$ cat src/rtl/qam_pkg.sv
// Shared types and constants for the QAM4 transmit sequencer.
package qam_pkg;

  typedef enum logic [2:0] {
    ST_IDLE,
    ST_PREAMBLE,
    ST_SYNC,
    ST_PAYLOAD,
    ST_TAIL
  } state_t;

  // Dibit sent while nothing is being transmitted (and during the tail flush).
  localparam logic [1:0] SYM_IDLE  = 2'b00;
  // Preamble alternates between these, starting with PRE_SYM_A.
  localparam logic [1:0] PRE_SYM_A = 2'b10;
  localparam logic [1:0] PRE_SYM_B = 2'b01;

  // Dibit idx of an 8-bit word, MSB pair first.
  function automatic logic [1:0] sync_sym(input logic [7:0] word, input logic [1:0] idx);
    logic [1:0] d;
    case (idx)
      2'd0:    d = word[7:6];
      2'd1:    d = word[5:4];
      2'd2:    d = word[3:2];
      default: d = word[1:0];
    endcase
    return d;
  endfunction

endpackage

$ cat src/rtl/qam_if.sv
// Frame request, payload stream and mixer/LUT drive signals of the sequencer.
// Handshake: a payload byte moves on every clk edge where s_valid && s_ready are both
// high; s_valid/s_data are held by the source until taken, s_ready does not depend on s_valid.
interface qam_if;
  import qam_pkg::*;

  logic       start;
  logic [7:0] frame_len;
  logic [7:0] s_data;
  logic       s_valid;
  logic       s_ready;
  logic       sample_en;
  logic       lut_phase_rst;
  logic [1:0] sym_out;
  logic       sym_strobe;
  logic       tx_active;
  logic       busy;
  logic       frame_done;
  logic       underrun;
  state_t     dbg_state;

  modport master (
    output start, frame_len, s_data, s_valid,
    input  s_ready, sample_en, lut_phase_rst, sym_out, sym_strobe,
    input  tx_active, busy, frame_done, underrun, dbg_state
  );

  modport slave (
    input  start, frame_len, s_data, s_valid,
    output s_ready, sample_en, lut_phase_rst, sym_out, sym_strobe,
    output tx_active, busy, frame_done, underrun, dbg_state
  );

endinterface

$ cat src/rtl/qam_sym_timer.sv
// Sample-tick prescaler and per-symbol sample counter.
// sample_en is registered so it is 0 while reset is held; after that it is high exactly
// when tick_cnt == PRESCALE. clr restarts both counters so a frame starts phase-aligned.
module qam_sym_timer #(
  parameter int PRESCALE = 0,
  parameter int SPS      = 16
) (
  input  logic clk,
  input  logic rst,
  input  logic clr,
  output logic sample_en,
  output logic sym_boundary
);

  localparam int TW = (PRESCALE > 0) ? $clog2(PRESCALE + 1) : 1;
  localparam int SW = $clog2(SPS);

  logic [TW-1:0] tick_cnt;
  logic [TW-1:0] tick_nxt;
  logic [SW-1:0] samp_cnt;

  // Next prescaler count: wrap at PRESCALE, restart on clear.
  always_comb begin
    tick_nxt = tick_cnt + 1'b1;
    if (clr || tick_cnt == TW'(PRESCALE)) begin
      tick_nxt = '0;
    end
  end

  // Prescaler, registered sample tick and sample-within-symbol counter.
  always_ff @(posedge clk or posedge rst) begin
    if (rst) begin
      tick_cnt  <= '0;
      sample_en <= 1'b0;
      samp_cnt  <= '0;
    end else begin
      tick_cnt  <= tick_nxt;
      sample_en <= (tick_nxt == TW'(PRESCALE));
      if (clr) begin
        samp_cnt <= '0;
      end else if (sample_en) begin
        samp_cnt <= (samp_cnt == SW'(SPS - 1)) ? '0 : samp_cnt + 1'b1;
      end
    end
  end

  assign sym_boundary = sample_en && (samp_cnt == SW'(SPS - 1));

endmodule

$ cat src/rtl/qam_tx_sequencer.sv
// Frame sequencer for the QAM4 transmitter: preamble, sync word, flow-controlled payload
// and a tail flush, one dibit per symbol period.
module qam_tx_sequencer
  import qam_pkg::*;
#(
  parameter int         PRESCALE      = 0,
  parameter int         SPS           = 16,
  parameter int         PREAMBLE_SYMS = 8,
  parameter logic [7:0] SYNC_WORD     = 8'hD3,
  parameter int         TAIL_SYMS     = 2
) (
  input logic  clk,
  input logic  rst,
  qam_if.slave bus
);

  state_t     state_q, state_d;
  logic [7:0] sym_cnt_q, sym_cnt_d;   // symbol index within the current state / byte
  logic [7:0] len_q, len_d;           // latched frame_len
  logic [7:0] taken_q, taken_d;       // bytes accepted on the stream
  logic [7:0] sent_q, sent_d;         // bytes moved into the shifter
  logic [7:0] hold_q, hold_d;
  logic       hold_full_q, hold_full_d;
  logic [7:0] shift_q, shift_d;
  logic [1:0] sym_q, sym_d;
  logic       strobe_q, strobe_d;
  logic       lut_q, lut_d;
  logic       done_q, done_d;
  logic       ur_q, ur_d;

  logic       timer_clr;
  logic       sample_en;
  logic       sym_bnd;
  logic       s_ready;
  logic       accept;
  logic       want_byte;
  logic       take_accept;
  logic       byte_avail;
  logic [7:0] byte_val;

  qam_sym_timer #(
    .PRESCALE (PRESCALE),
    .SPS      (SPS)
  ) u_timer (
    .clk          (clk),
    .rst          (rst),
    .clr          (timer_clr),
    .sample_en    (sample_en),
    .sym_boundary (sym_bnd)
  );

  assign s_ready    = (state_q == ST_SYNC || state_q == ST_PAYLOAD) && !hold_full_q &&
                      (taken_q < len_q);
  assign accept     = bus.s_valid && s_ready;
  // A byte arriving on the very clk of a byte boundary is passed straight to the shifter.
  assign byte_avail = hold_full_q || accept;
  assign byte_val   = hold_full_q ? hold_q : bus.s_data;

  // Next-state, datapath and pulse outputs; every change except leaving IDLE waits for a boundary.
  always_comb begin
    state_d     = state_q;
    sym_cnt_d   = sym_cnt_q;
    len_d       = len_q;
    taken_d     = taken_q;
    sent_d      = sent_q;
    hold_d      = hold_q;
    hold_full_d = hold_full_q;
    shift_d     = shift_q;
    sym_d       = sym_q;
    strobe_d    = 1'b0;
    lut_d       = 1'b0;
    done_d      = 1'b0;
    ur_d        = 1'b0;
    timer_clr   = 1'b0;
    want_byte   = 1'b0;
    take_accept = 1'b0;

    case (state_q)
      ST_IDLE: begin
        sym_d = SYM_IDLE;
        if (bus.start) begin
          state_d     = ST_PREAMBLE;
          len_d       = bus.frame_len;
          lut_d       = 1'b1;
          timer_clr   = 1'b1;
          sym_d       = PRE_SYM_A;
          strobe_d    = 1'b1;
          sym_cnt_d   = '0;
          taken_d     = '0;
          sent_d      = '0;
          hold_full_d = 1'b0;
        end
      end
      ST_PREAMBLE: begin
        if (sym_bnd) begin
          strobe_d = 1'b1;
          if (sym_cnt_q == 8'(PREAMBLE_SYMS - 1)) begin
            state_d   = ST_SYNC;
            sym_cnt_d = '0;
            sym_d     = sync_sym(SYNC_WORD, 2'd0);
          end else begin
            sym_cnt_d = sym_cnt_q + 8'd1;
            sym_d     = sym_cnt_q[0] ? PRE_SYM_A : PRE_SYM_B;
          end
        end
      end
      ST_SYNC: begin
        if (sym_bnd) begin
          if (sym_cnt_q == 8'd3) begin
            if (len_q == 8'd0) begin
              state_d   = ST_TAIL;
              sym_cnt_d = '0;
              sym_d     = SYM_IDLE;
              strobe_d  = 1'b1;
            end else begin
              want_byte = 1'b1;
            end
          end else begin
            sym_cnt_d = sym_cnt_q + 8'd1;
            sym_d     = sync_sym(SYNC_WORD, sym_cnt_q[1:0] + 2'd1);
            strobe_d  = 1'b1;
          end
        end
      end
      ST_PAYLOAD: begin
        if (sym_bnd) begin
          if (sym_cnt_q == 8'd3) begin
            if (sent_q == len_q) begin
              state_d   = ST_TAIL;
              sym_cnt_d = '0;
              sym_d     = SYM_IDLE;
              strobe_d  = 1'b1;
            end else begin
              want_byte = 1'b1;
            end
          end else begin
            sym_cnt_d = sym_cnt_q + 8'd1;
            sym_d     = shift_q[7:6];
            shift_d   = {shift_q[5:0], 2'b00};
            strobe_d  = 1'b1;
          end
        end
      end
      ST_TAIL: begin
        if (sym_bnd) begin
          if (sym_cnt_q == 8'(TAIL_SYMS - 1)) begin
            state_d   = ST_IDLE;
            sym_cnt_d = '0;
            sym_d     = SYM_IDLE;
            done_d    = 1'b1;
          end else begin
            sym_cnt_d = sym_cnt_q + 8'd1;
            sym_d     = SYM_IDLE;
            strobe_d  = 1'b1;
          end
        end
      end
      default: begin
        state_d = ST_IDLE;
        sym_d   = SYM_IDLE;
      end
    endcase

    // Byte boundary: load the next payload byte, or abandon the payload on underrun.
    if (want_byte) begin
      strobe_d  = 1'b1;
      sym_cnt_d = '0;
      if (byte_avail) begin
        state_d = ST_PAYLOAD;
        sym_d   = byte_val[7:6];
        shift_d = {byte_val[5:0], 2'b00};
        sent_d  = sent_q + 8'd1;
        if (hold_full_q) begin
          hold_full_d = 1'b0;
        end else begin
          take_accept = 1'b1;
        end
      end else begin
        state_d = ST_TAIL;
        sym_d   = SYM_IDLE;
        ur_d    = 1'b1;
      end
    end

    if (accept) begin
      taken_d = taken_q + 8'd1;
      if (!take_accept) begin
        hold_d      = bus.s_data;
        hold_full_d = 1'b1;
      end
    end
  end

  // State and datapath registers; reset aborts any frame in progress.
  always_ff @(posedge clk or posedge rst) begin
    if (rst) begin
      state_q     <= ST_IDLE;
      sym_cnt_q   <= '0;
      len_q       <= '0;
      taken_q     <= '0;
      sent_q      <= '0;
      hold_q      <= '0;
      hold_full_q <= 1'b0;
      shift_q     <= '0;
      sym_q       <= SYM_IDLE;
      strobe_q    <= 1'b0;
      lut_q       <= 1'b0;
      done_q      <= 1'b0;
      ur_q        <= 1'b0;
    end else begin
      state_q     <= state_d;
      sym_cnt_q   <= sym_cnt_d;
      len_q       <= len_d;
      taken_q     <= taken_d;
      sent_q      <= sent_d;
      hold_q      <= hold_d;
      hold_full_q <= hold_full_d;
      shift_q     <= shift_d;
      sym_q       <= sym_d;
      strobe_q    <= strobe_d;
      lut_q       <= lut_d;
      done_q      <= done_d;
      ur_q        <= ur_d;
    end
  end

  assign bus.s_ready       = s_ready;
  assign bus.sample_en     = sample_en;
  assign bus.lut_phase_rst = lut_q;
  assign bus.sym_out       = sym_q;
  assign bus.sym_strobe    = strobe_q;
  assign bus.tx_active     = (state_q == ST_PREAMBLE) || (state_q == ST_SYNC) ||
                             (state_q == ST_PAYLOAD);
  assign bus.busy          = (state_q != ST_IDLE);
  assign bus.frame_done    = done_q;
  assign bus.underrun      = ur_q;
  assign bus.dbg_state     = state_q;

endmodule

$ cat src/flat_wrapper.sv
// flat-port wrapper written by rule: the top's interface ports become plain ports
module qam_tx_sequencer_flat import qam_pkg::*;
#(
  parameter int         PRESCALE      = 0,
  parameter int         SPS           = 16,
  parameter int         PREAMBLE_SYMS = 8,
  parameter logic [7:0] SYNC_WORD     = 8'hD3,
  parameter int         TAIL_SYMS     = 2
)
  (clk, rst, bus_start, bus_frame_len, bus_s_data, bus_s_valid, bus_s_ready, bus_sample_en, bus_lut_phase_rst, bus_sym_out, bus_sym_strobe, bus_tx_active, bus_busy, bus_frame_done, bus_underrun, bus_dbg_state);
  qam_if bus_i ();
  input logic clk;
  input logic rst;
  input wire logic [$bits(bus_i.start)-1:0] bus_start;
  input wire logic [$bits(bus_i.frame_len)-1:0] bus_frame_len;
  input wire logic [$bits(bus_i.s_data)-1:0] bus_s_data;
  input wire logic [$bits(bus_i.s_valid)-1:0] bus_s_valid;
  output wire logic [$bits(bus_i.s_ready)-1:0] bus_s_ready;
  output wire logic [$bits(bus_i.sample_en)-1:0] bus_sample_en;
  output wire logic [$bits(bus_i.lut_phase_rst)-1:0] bus_lut_phase_rst;
  output wire logic [$bits(bus_i.sym_out)-1:0] bus_sym_out;
  output wire logic [$bits(bus_i.sym_strobe)-1:0] bus_sym_strobe;
  output wire logic [$bits(bus_i.tx_active)-1:0] bus_tx_active;
  output wire logic [$bits(bus_i.busy)-1:0] bus_busy;
  output wire logic [$bits(bus_i.frame_done)-1:0] bus_frame_done;
  output wire logic [$bits(bus_i.underrun)-1:0] bus_underrun;
  output wire logic [$bits(bus_i.dbg_state)-1:0] bus_dbg_state;
  assign bus_i.start = bus_start;
  assign bus_i.frame_len = bus_frame_len;
  assign bus_i.s_data = bus_s_data;
  assign bus_i.s_valid = bus_s_valid;
  assign bus_s_ready = bus_i.s_ready;
  assign bus_sample_en = bus_i.sample_en;
  assign bus_lut_phase_rst = bus_i.lut_phase_rst;
  assign bus_sym_out = bus_i.sym_out;
  assign bus_sym_strobe = bus_i.sym_strobe;
  assign bus_tx_active = bus_i.tx_active;
  assign bus_busy = bus_i.busy;
  assign bus_frame_done = bus_i.frame_done;
  assign bus_underrun = bus_i.underrun;
  assign bus_dbg_state = bus_i.dbg_state;
  qam_tx_sequencer #(.PRESCALE(PRESCALE), .SPS(SPS), .PREAMBLE_SYMS(PREAMBLE_SYMS), .SYNC_WORD(SYNC_WORD), .TAIL_SYMS(TAIL_SYMS)) u_core (.clk(clk), .rst(rst), .bus(bus_i));
endmodule
$ cat config.mk
export PLATFORM = sky130hd
export DESIGN_NAME = qam_tx_sequencer_flat
export DESIGN_NICKNAME = d
export VERILOG_FILES = /design/src/rtl/qam_pkg.sv /design/src/rtl/qam_if.sv /design/src/rtl/qam_sym_timer.sv /design/src/rtl/qam_tx_sequencer.sv /design/src/flat_wrapper.sv
export SDC_FILE = /design/constraint.sdc
export NUM_CORES = 1
export LEC_CHECK = 0
export CAP_MARGIN = 15
export CORE_ASPECT_RATIO = 1.2
export CORE_MARGIN = 10
export CORE_UTILIZATION = 30
export CTS_CLUSTER_DIAMETER = 60
export CTS_CLUSTER_SIZE = 24
export DETAILED_ROUTE_END_ITERATION = 10
export GPL_TIMING_DRIVEN = 0
export HOLD_SLACK_MARGIN = 0.02
export PLACE_DENSITY = 0.54
export SYNTH_ARGS = -nofsm -noshare
export SYNTH_HDL_FRONTEND = slang
export SYNTH_HIERARCHICAL = 1
export SYNTH_SLANG_ARGS = --single-unit
$ cat constraint.sdc
create_clock -name clk -period 2.2 [get_ports clk]
set_input_delay 0.44 -clock clk [delete_from_list [all_inputs] [get_ports clk]]
set_output_delay 0.44 -clock clk [all_outputs]
set_load 0.005 [all_outputs]
==> results.yml, run 1 <==
sta:
  worst_hold_slack_ns: 0.361
  rsz0062_at_grt: "true"
  drv_slew: 0
  worst_pin_slew_ns: 0.661
  fin_worst_skew_ns: 0.00519
  min_period_ns: 2.25
  max_clock_freq_mhz: 444
  fin_tns_setup_ns: -0.371
  hold_viol: 0
  post-route-period-util_pct: 102
  timing.final.ws_setup_ns: -0.0520
  final-setup-viol-count: 11
  maxSlewHeadroom_pct: 55.8
grt:
  grt_usage_pct: 11.4
  grt_pass1_wl_mm: 15.4
  grt_pass1_vias: 3087
  grt_max_degree: 32
  overflow: 0
  grt_antenna_before_repair: 0
pwr:
  power.density_mw_per_mm2: 1260
  total_power_mw: 6.31
  vdd_drop_max_mv: 0.399
  p_leak_nw: 2.13
logic_synthesis:
  synth.net_count: 402
  syn_area_per_cell_um2: 9.62
  synth_edf_count: 0
  netlist_area_mm2: 0.00355
  synthArstFlopShare_pct: 100
  ys_seq_area_share_pct: 44.4
  yosys_warnings: 6
  ys_types: 59
  synth.top_cell.area_share_pct: 44.4
  synthTopCellsByArea: "dfrtp_1, ha_1, mux2i_1"
  synth-main-ff-cell: "dfrtp_1"
  syn_inst: 369
  synth_largest_area_cell: "dfrtp_1"
  ys_ff_latch: 63
layout:
  nets: 472
  n_fill_cell: 1122
  final_cell_mix: "dfrtp_1, nand2_1, clkdlybuf4s50_1"
  final_util_pct: 43.4
  drive_gt1_share_pct: 27.5
  diodes: 0
  syn_to_final_growth_pct: 41.5
  finalNonFillerCells: 601
  fin_area_mm2: 0.00502
  layout_commonest_cell: "dfrtp_1"
placement:
  gp_congestion: 0.820
  post_dp_cell_area_mm2: 0.00409
  place_inst: 559
  dp_slack_ns: -0.385
  place_hpwl_mm: 6.53
  io_buffers: 32
route:
  wl_mm: 9.44
  drc: 0
  wl_per_cell_um: 15.7
  drt-vias-per-instance: 4.99
  drtPass1Iterations: 4
  vias: 3000
  drtIter0Drc: 112
  ant_nets: 0
critical_path:
  path_cells: "buf_6 > buf_4 > xnor2_1 > nand4_1 > o21a_1 > o2111ai_4 > and2_4 > buf_12 > mux2_4"
  cp-start-kind: "register"
  worstPathRequired_ns: 2.42
  worst_path_max_delay_cell: "dfrtp_1"
  worstPathMaxFanout: 8
  max_stage_delay_ns: 0.40
  worst-path-buf-inv: 3
  crit_type: "reg2reg"
  arrival_ns: 2.47
  endpoint_kind: "register"
  cp_top_family: "compound AO/OA/AOI/OAI gates"
cts:
  htree_levels: 3
  cts_buffer_depth: 2
  clock_tree.root_cell: "clkbuf_16"
  cts.sinks: 63
  clkSlewWorstSetupHoldPaths_ns: 0.05
  cts_hold_buf: 0
  cts_buffers: 9
  clk_latency_ns: 0.34
  cts_tree: "done"
die:
  die_y_um: 139
  die-area_mm2: 0.0166
  core-area_mm2: 0.0116
  rows: 43
  die_w_um: 119
  start_util_pct: 30.7
  io_pins: 33
flow_run:
  cap_violations: 0
run_status:
  status: "finished with violations"
  violations: "setup timing"
worst_hold_path:
  hold_path_class: "in2async"
[worst reg2reg max path: stages (launching register included)]
cell and delay, ns:
dfrtp_1 0.40, buf_6 0.13, buf_4 0.13, xnor2_1 0.14, nand4_1 0.18, o21a_1 0.27
o2111ai_4 0.26, and2_4 0.20, buf_12 0.13, mux2_4 0.31
[state kept, by name, indices dropped and copies added, names as in the netlist]
register	flops
u_core/bus.underrun	1
u_core/taken_q	8
u_core/u_timer/sample_en	1
u_core/bus.dbg_state	3
u_core/sent_q	8
u_core/shift_q	8
u_core/bus.lut_phase_rst	1
u_core/hold_full_q	1
u_core/sym_cnt_q	8
u_core/u_timer/samp_cnt	4
u_core/bus.sym_strobe	1
u_core/bus.sym_out	2
u_core/hold_q	8
u_core/bus.frame_done	1
u_core/len_q	8
[final timing paths]
kind / from / endpoint / slack (ns) / cells after the start
min: rst / u_core/u_timer/samp_cnt[0]$_DFFE_PP0P_ / 0.36 / 2
min reg2reg: u_core/hold_q[0]$_DFFE_PP0P_ / u_core/hold_q[0]$_DFFE_PP0P_ / 0.51 / 1
max reg2reg: u_core/len_q[2]$_DFFE_PP0P_ / u_core/hold_q[2]$_DFFE_PP0P_ / -0.05 / 9
max: u_core/len_q[2]$_DFFE_PP0P_ / u_core/hold_q[2]$_DFFE_PP0P_ / -0.05 / 9
max in group asynchronous: rst / u_core/hold_q[4]$_DFFE_PP0P_ / 1.04 / 3
min in group clk: u_core/hold_q[0]$_DFFE_PP0P_ / u_core/hold_q[0]$_DFFE_PP0P_ / 0.51 / 1
[per-layer routing]
metal | global-route usage, % | vias up | part of all wire (%)
met3 | 2.00 | 17 | 2.6
li1 | - | 1468 | -
met4 | 7.28 | 0 | 3.2
met2 | 19.2 | 44 | 51
met5 | 0 | - | 0
met1 | 13.0 | 1471 | 44
[Yosys cell counts, types with 2 or more instances]
master and n:
and3_1 11, a22oi_1 5, nor2_1 23, nor3_1 12, xor2_1 2, nor2b_1 6
a31oi_1 2, mux2i_1 16, mux2_1 8, o31ai_1 8, clkbuf_1 9, a22o_1 4
or3b_2 2, or4_1 5, inv_1 15, a211o_1 2, a21o_1 3, o21a_1 3
ha_1 13, a21oi_1 14, o21ai_0 27, nor3b_1 3, dfrtp_1 63, or2_2 2
buf_2 8, o22ai_1 5, nand2_1 35, nand3b_1 2, nand2b_1 6, or3_1 2
nand4_1 2, xnor2_1 9, nand3_1 13, o211ai_1 4
[what timing repair did]
| item | CTS | global route |
|---|---|---|
| setup buffers | 13 | 13 |
| pin swaps | 11 | 18 |
| gates cloned | 0 | 2 |
| endpoints found under the setup margin | 60 | 47 |
| resized for setup | 52 | 54 |
[where the power goes]
group          leakage (nW)  internal [mW]  switching (mW)  total [mW]
registers             0.783           1.48           0.296        1.78
logic                  1.16           1.38            1.38        2.76
clock network         0.180           1.25           0.521        1.77
[logic make-up (layout without fill, tap and decap cells)]
group | count (synthesis) | count (layout) | share of synthesized area [%]
buffers and inverters | 33 | 108 | 3.98
xor gates and xnor gates | 11 | 11 | 2.72
DFF | 63 | 63 | 44.4
and+or+nand+nor | 134 | 134 | 19.8
AOI/OAI and AO/OA | 89 | 89 | 17.0
other | 1 | 1 | 0.106
adders and majority gates | 13 | 13 | 4.58
muxes | 25 | 25 | 7.37
[cell type report]
cell class	count	area, um2	share of cell area (%)
plain buffers	16	133	2.64
clock buffers	11	243	4.84
clock inverters	5	129	2.57
inverters	15	56.3	1.12
multi-input cells	273	2110	42.0
flip-flops and latches	63	1580	31.5
well taps	157	196	3.91
repair buffers	61	571	11.4
Note: power is estimated with default switching activity, not from simulation.
==> run 2, diff against run 1 <==
Settings changed: CTS_BUF_LIST set to sky130_fd_sc_hd__clkbuf_8.
==> results.yml, run 2 (synthesis results as in run 1) <==
placement:
  place_hpwl_mm: 6.53
  io_buffers: 32
  gp_congestion: 0.820
  place_inst: 559
  dp_slack_ns: -0.385
cts:
  clkSlewWorstSetupHoldPaths_ns: 0.07
  htree_levels: 3
  cts_buffers: 9
  cts_tree: "done"
  clock_tree.root_cell: "clkbuf_8"
  cts_buffer_depth: 2
  cts.sinks: 63
  clk_latency_ns: 0.35
layout:
  syn_to_final_growth_pct: 36.6
  final_util_pct: 41.9
  drive_gt1_share_pct: 26.2
  final_cell_mix: "dfrtp_1, nand2_1, clkdlybuf4s50_1"
  layout_commonest_cell: "dfrtp_1"
  diodes: 0
  n_fill_cell: 1135
  nets: 470
  finalNonFillerCells: 599
grt:
  grt_pass1_wl_mm: 15.6
  overflow: 0
  grt_max_degree: 32
  grt_usage_pct: 11.5
  grt_antenna_before_repair: 0
  grt_pass1_vias: 3107
route:
  drc: 0
  ant_nets: 0
  drtIter0Drc: 119
  drt-vias-per-instance: 5.03
  wl_per_cell_um: 15.5
  wl_mm: 9.31
  vias: 3013
  drtPass1Iterations: 4
sta:
  drv_slew: 0
  maxSlewHeadroom_pct: 56.4
  timing.final.ws_setup_ns: -0.0622
  rsz0062_at_grt: "true"
  min_period_ns: 2.26
  fin_worst_skew_ns: 0.0105
  max_clock_freq_mhz: 442
  hold_viol: 0
  post-route-period-util_pct: 103
  worst_hold_slack_ns: 0.347
  final-setup-viol-count: 13
  worst_pin_slew_ns: 0.653
die:
  core-area_mm2: 0.0116
  start_util_pct: 30.7
  die_w_um: 119
  io_pins: 33
  die_y_um: 139
  rows: 43
  die-area_mm2: 0.0166
critical_path:
  crit_type: "reg2reg"
  endpoint_kind: "register"
  worstPathRequired_ns: 2.44
  worstPathMaxFanout: 8
  arrival_ns: 2.50
  cp-start-kind: "register"
pwr:
  power.density_mw_per_mm2: 1190
  vdd_drop_max_mv: 0.342
  p_leak_nw: 2.06
flow_run:
  cap_violations: 0
run_status:
  violations: "setup timing"
  status: "finished with violations"
worst_hold_path:
  hold_path_class: "in2async"
[run 2: changes by cell type in the layout (fill, tap and decap cells not counted), sizes merged]
cell	previous run	this run
inv	15	16
clkbuf	17	15
buf	40	39
[run 2: repair_timing]
item	CTS	global route
buffers inserted	13	12
gates resized for setup	52	44
cloned	0	1
endpoints found under the hold margin	0	0
pin swaps	11	8
setup endpoints to repair	61	47
hold buffers	0	0
[run 2: area by class of cell]
| type | instances | area, um2 | share of cell area (%) |
|---|---|---|---|
| multi-input combinational | 273 | 2070 | 42.7 |
| buffer | 16 | 124 | 2.56 |
| timing repair buffer | 59 | 551 | 11.4 |
| tap | 157 | 196 | 4.05 |
| clock inverter | 6 | 133 | 2.74 |
| sequential | 63 | 1580 | 32.6 |
| clock buffer | 10 | 138 | 2.84 |
| inverter | 15 | 56.3 | 1.16 |
[run 2: power breakdown]
part | switching (mW) | total [mW] | internal, mW
clock network | 0.474 | 1.37 | 0.896
registers | 0.288 | 1.76 | 1.48
logic | 1.34 | 2.62 | 1.28
total | 2.10 | 5.75 | 3.65
[run 2: worst max-delay path, stage by stage (launching register included)]
cell and delay, ns:
dfrtp_1 0.41, buf_6 0.13, or4_4 0.54, nor2_4 0.14, nor2_2 0.06, o2111ai_4 0.22
and2_4 0.20, buf_12 0.13, mux2_4 0.31
[run 2: through the flow]
stage	cell area (um2)	TNS, ns	power [mW]
4_1_cts	4620	-0.933	5.62
3_3_place_gp	4070	-62.16	3.72
5_1_grt	4850	-2.22	6.16
6_report	4850	-0.490	5.75
3_5_place_dp	4090	-12.68	3.79
2_1_floorplan	3550	0	3.10
[run 2: worst paths after layout]
path / slack [ns] / start / cells after the start / endpoint
max in group asynchronous: 1.06 / rst / 3 / u_core/bus.sym_out[0]$_DFFE_PP0P_
setup reg to reg: -0.06 / u_core/len_q[7]$_DFFE_PP0P_ / 8 / u_core/hold_q[2]$_DFFE_PP0P_
min in group clk: 0.51 / u_core/hold_q[0]$_DFFE_PP0P_ / 1 / u_core/hold_q[0]$_DFFE_PP0P_
hold / removal: 0.35 / rst / 2 / u_core/u_timer/samp_cnt[0]$_DFFE_PP0P_
setup / recovery: -0.06 / u_core/len_q[7]$_DFFE_PP0P_ / 8 / u_core/hold_q[2]$_DFFE_PP0P_
hold reg to reg: 0.51 / u_core/hold_q[0]$_DFFE_PP0P_ / 1 / u_core/hold_q[0]$_DFFE_PP0P_
[run 2: per-layer routing]
layer  global-route usage [%]  routed length (um)  vias to the layer above
met5                        0                   0                        -
met4                     7.28                 278                        0
met3                     1.75                 225                       18
met2                     19.3                4800                       45
met1                     13.2                4010                     1485
li1                         -                   -                     1465
==> run 3, diff against run 2 <==
Settings changed: GPL_ROUTABILITY_DRIVEN set to 0.
==> results of run 3 <==
Same layout as run 2: the final DEF is identical, and so are final timing and power.
==> edit 1, RTL diff (config.mk and constraints of run 1) <==
`SPS` is set to 16 in 3 places; all go to 32.
--- a/src/rtl/qam_sym_timer.sv
+++ b/src/rtl/qam_sym_timer.sv
@@ -3,7 +3,7 @@
 // when tick_cnt == PRESCALE. clr restarts both counters so a frame starts phase-aligned.
 module qam_sym_timer #(
   parameter int PRESCALE = 0,
-  parameter int SPS      = 16
+  parameter int SPS      = 32
 ) (
   input  logic clk,
   input  logic rst,
--- a/src/rtl/qam_tx_sequencer.sv
+++ b/src/rtl/qam_tx_sequencer.sv
@@ -4,7 +4,7 @@
   import qam_pkg::*;
 #(
   parameter int         PRESCALE      = 0,
-  parameter int         SPS           = 16,
+  parameter int         SPS           = 32,
   parameter int         PREAMBLE_SYMS = 8,
   parameter logic [7:0] SYNC_WORD     = 8'hD3,
   parameter int         TAIL_SYMS     = 2
--- a/src/flat_wrapper.sv
+++ b/src/flat_wrapper.sv
@@ -2,7 +2,7 @@
 module qam_tx_sequencer_flat import qam_pkg::*;
 #(
   parameter int         PRESCALE      = 0,
-  parameter int         SPS           = 16,
+  parameter int         SPS           = 32,
   parameter int         PREAMBLE_SYMS = 8,
   parameter logic [7:0] SYNC_WORD     = 8'hD3,
   parameter int         TAIL_SYMS     = 2
Formal check against the unedited RTL: same outputs for any inputs over 10 cycles, from zero or initial values and one cycle with rst high; that may be too few to reach the edited logic, so the function may still have changed.
==> edit 1 against run 1 <==
The flow still finishes with violations (setup timing); via count increased by 1.9%; power fell by 4.4%; sequential cell count grew 1; final area grew 1.3%; synthesized cell count rose by 1.1%; hold slack improved by 27 ps; utilization is 0.15 points higher; maximum frequency is 0.87% lower; setup slack worse by 20 ps; wire length is essentially flat; synthesized area up 2.3%; critical path type unchanged; critical endpoint is now u_core/hold_q[0]; largest power group unchanged; highest routed layer unchanged.
==> edit 1: results (changes against run 1) <==
The xor-xnor portion of the synthesized cell area is 0.02414 (-0.003013). The checks that failed: setup timing. The fraction of area in clock buffers and inverters is 0.06202 (-0.01201). The number of synthesized register bits came to 64 (+1.6%). The setup skew after layout came out at 5.799 ps (+0.6058 ps). The final-layout non-clock buffer area share came out at 0.1368 (-0.003235). The fraction of met1 tracks used by global routing is 0.1329 (+0.003062). The final RePlAce weighted congestion is 0.7791 (-5.0%).

The total number of vias came out at 3056 (+1.9%). The post-synthesis sequential area ratio is 0.4414 (-0.002908). The detailed route wirelength on metal3 is 408 µm (+67%). The layout net count is 473 (+0.21%). Ranked by total cell area, the synthesized netlist is headed by sky130_fd_sc_hd__dfrtp_1, sky130_fd_sc_hd__ha_1, sky130_fd_sc_hd__mux2i_1. The average detailed-routed wire length per instance came to 15.70 µm (about the same).

The worst path setup slack after routing was -71.65 ps (-19.67 ps). The global routing met2 resource utilization came out at 0.1771 (-0.01450). The cell area reported after detailed placement came to 4165 µm² (+2.0%). The routing usage on met3 came out at 0.03016 (+0.01020).

The flow ran to the end, but the final reports show violations. The maximum ir drop on the vdd rail was 0.0004935 V (+24%). The accumulated negative setup slack is -623.9 ps (-253.2 ps). The most critical setup path has its startpoint at u_core/len_q[5]. The number of fill cells in the layout came to 1132 (+0.89%). The post-layout total power is 6.029 mW (-4.4%). The capturing instance or port of the critical path is u_core/hold_q[0]. The post-detailed-placement half-perimeter wirelength came out at 6.347 mm (-2.8%). The standby leakage power came out at 2.153 nW (+1.2%).

The met1 wire length is 4.214 mm (+2.6%). The number of DRC markers in iteration 0 is 99 (-12%). The number of cells on the worst reg-to-reg path is 7 (-2). The worst hold margin came out at 388.0 ps (+26.83 ps).

The final count of negative-setup-slack endpoints is 10 (-1). The pin count of the biggest net entering global routing is 40 (+25%).
-- edit 1: cell count changes in the layout (fill, tap and decap cells not counted), moves of 3 or more --
cell                     before  now
sky130_fd_sc_hd__buf_4       28   23
sky130_fd_sc_hd__nor3_1       9    6
sky130_fd_sc_hd__nor3_2       1    4
sky130_fd_sc_hd__nor2_1      15   18
-- edit 1: repair_timing --
item                                    4_1_cts  5_1_grt
cloned                                        0        2
pin swaps                                    15       15
endpoints found under the setup margin       61       60
buffers inserted                             13       11
resized for setup                            51       69
hold buffers                                  0        0
-- edit 1: critical path, cell delays in order, from the launching register on --
cell                        delay [ps]
sky130_fd_sc_hd__dfrtp_1           390
sky130_fd_sc_hd__buf_4             150
sky130_fd_sc_hd__or4_4             490
sky130_fd_sc_hd__nor2_4            180
sky130_fd_sc_hd__nor2_2             60
sky130_fd_sc_hd__o2111ai_4         270
sky130_fd_sc_hd__and2_4            300
sky130_fd_sc_hd__mux2_4            320
==> edit 2, RTL diff (flow settings as in run 1) <==
Without the edit above. Encoding of `state_t`: now Gray code (3 bits for 5 states).
--- a/src/rtl/qam_pkg.sv
+++ b/src/rtl/qam_pkg.sv
@@ -2,11 +2,11 @@
 package qam_pkg;
 
   typedef enum logic [2:0] {
-    ST_IDLE,
-    ST_PREAMBLE,
-    ST_SYNC,
-    ST_PAYLOAD,
-    ST_TAIL
+    ST_IDLE     = 3'b000,
+    ST_PREAMBLE = 3'b001,
+    ST_SYNC     = 3'b011,
+    ST_PAYLOAD  = 3'b010,
+    ST_TAIL     = 3'b110
   } state_t;
 
   // Dibit sent while nothing is being transmitted (and during the tail flush).
Function: no difference found for any inputs over 10 cycles, from zero or initial values and one cycle with rst high; not proved beyond that.
==> edit 2 against run 1 <==
The flow still finishes with violations (setup timing); setup slack got worse by 25 ps; clock power decreased by 6%; synthesized area is 0.67% higher; clock skew barely moved; critical path depth is 3 lower; non-clock buffer count is 2 higher; wire length increased by 1.3%; sequential cell count stayed put; hold slack better by 10 ps; sequential share of layout area down 0.091 points; die area is 0.57% higher; power down 2.6%; final area is essentially flat; critical path type unchanged; critical endpoint is now u_core/bus.dbg_state[2]; largest cell class unchanged.
==> edit 2: results (changes against run 1) <==
The run finished, with violations left. The checks that failed: setup timing. The final count of negative-setup-slack endpoints is 19 (+8).

The critical-path maximum fanout is 6 (-2). The final RePlAce weighted congestion came out at 0.8123 (-0.96%). The synthesized net count came out at 399 (-0.75%).

The number of buffers outside the clock class in the layout came to 79 (+2.6%). The worst slew margin relative to its limit is 0.6042 (+0.04570). The critical path ends at u_core/bus.dbg_state[2]. The relative contribution of sequential cells to total power is 0.285 (+0.004). The post-synthesis sequential area ratio is 0.4413 (-0.002957).

The cell area reported after detailed placement is 4113 µm² (+0.67%). The gate count after technology mapping is 366 (-0.81%). The wire length of the first global-routing pass was 15.61 mm (+1.3%). The arithmetic-cell share of the synthesized area counting full adders, half adders and majority gates came out at 0.04553 (-0.0003051). The total global routing track utilization was 0.1145 (+0.0004873). Ranked by total cell area, the synthesized netlist is headed by sky130_fd_sc_hd__dfrtp_1, sky130_fd_sc_hd__mux2_2, sky130_fd_sc_hd__ha_1.

The setup skew after layout came out at 5.437 ps (+0.2439 ps). The proportion of netlist area held by the largest area contributor came out at 0.4413 (-0.002957). The proportion of total power due to net switching came out at 0.3560 (+0.008208). The xor-xnor portion of the synthesized cell area is 0.02697 (-0.0001807). The worst path setup slack after routing is -76.83 ps (-24.84 ps). The pre-CTS worst setup slack is -641.9 ps (-256.6 ps). The number of cells after detailed placement came to 556 (-0.54%). The number of distinct standard cells referenced by the synthesized netlist is 55 (-6.8%).

The fraction of layout cells with a size suffix above 1 is 0.2892 (+0.01446).
[edit 2: worst min-delay path by stage]
stage / from / endpoint / slack (ps) / cells past startpoint
2_1_floorplan: rst / u_core/u_timer/samp_cnt[0] / 220 / 1
3_3_place_gp: u_core/sent_q[7] / u_core/sent_q[7] / 480 / 1
3_5_place_dp: u_core/hold_q[0] / u_core/hold_q[0] / 490 / 1
4_1_cts: rst / u_core/u_timer/samp_cnt[0] / 370 / 2
5_1_grt: rst / u_core/u_timer/sample_en / 370 / 2
6_report: rst / u_core/u_timer/samp_cnt[0] / 370 / 2
[edit 2: routing by layer]
| layer | track usage | vias up | wire length, µm | share of wire |
|---|---|---|---|---|
| met5 | 0 | - | 0 | 0 |
| met4 | 0.04453 | 0 | 152 | 0.016 |
| met3 | 0.03035 | 14 | 441 | 0.046 |
| met2 | 0.1879 | 61 | 4675 | 0.49 |
| met1 | 0.1391 | 1520 | 4286 | 0.45 |
| li1 | - | 1484 | - | - |
[edit 2: what timing repair did]
item | CTS | global route
buffers inserted | 24 | 9
gates cloned | 2 | 0
pin swaps | 14 | 18
setup endpoints to repair | 55 | 45
resized for setup | 53 | 40
[edit 2: logic make-up after synthesis]
kind of cell / after synthesis
simple gates: 136
compound gates: 78
flops: 63
mux: 33
buf+inv: 31
fa+ha+maj: 13
xor+xnor: 11
other cells: 1
[edit 2: worst reg2reg max path, stage by stage, from the launching register on]
cell,delay [ps]
sky130_fd_sc_hd__dfrtp_1,380
sky130_fd_sc_hd__or4_4,580
sky130_fd_sc_hd__buf_4,180
sky130_fd_sc_hd__o31ai_4,270
sky130_fd_sc_hd__o31ai_4,120
sky130_fd_sc_hd__nand3b_1,270
sky130_fd_sc_hd__a221o_1,350
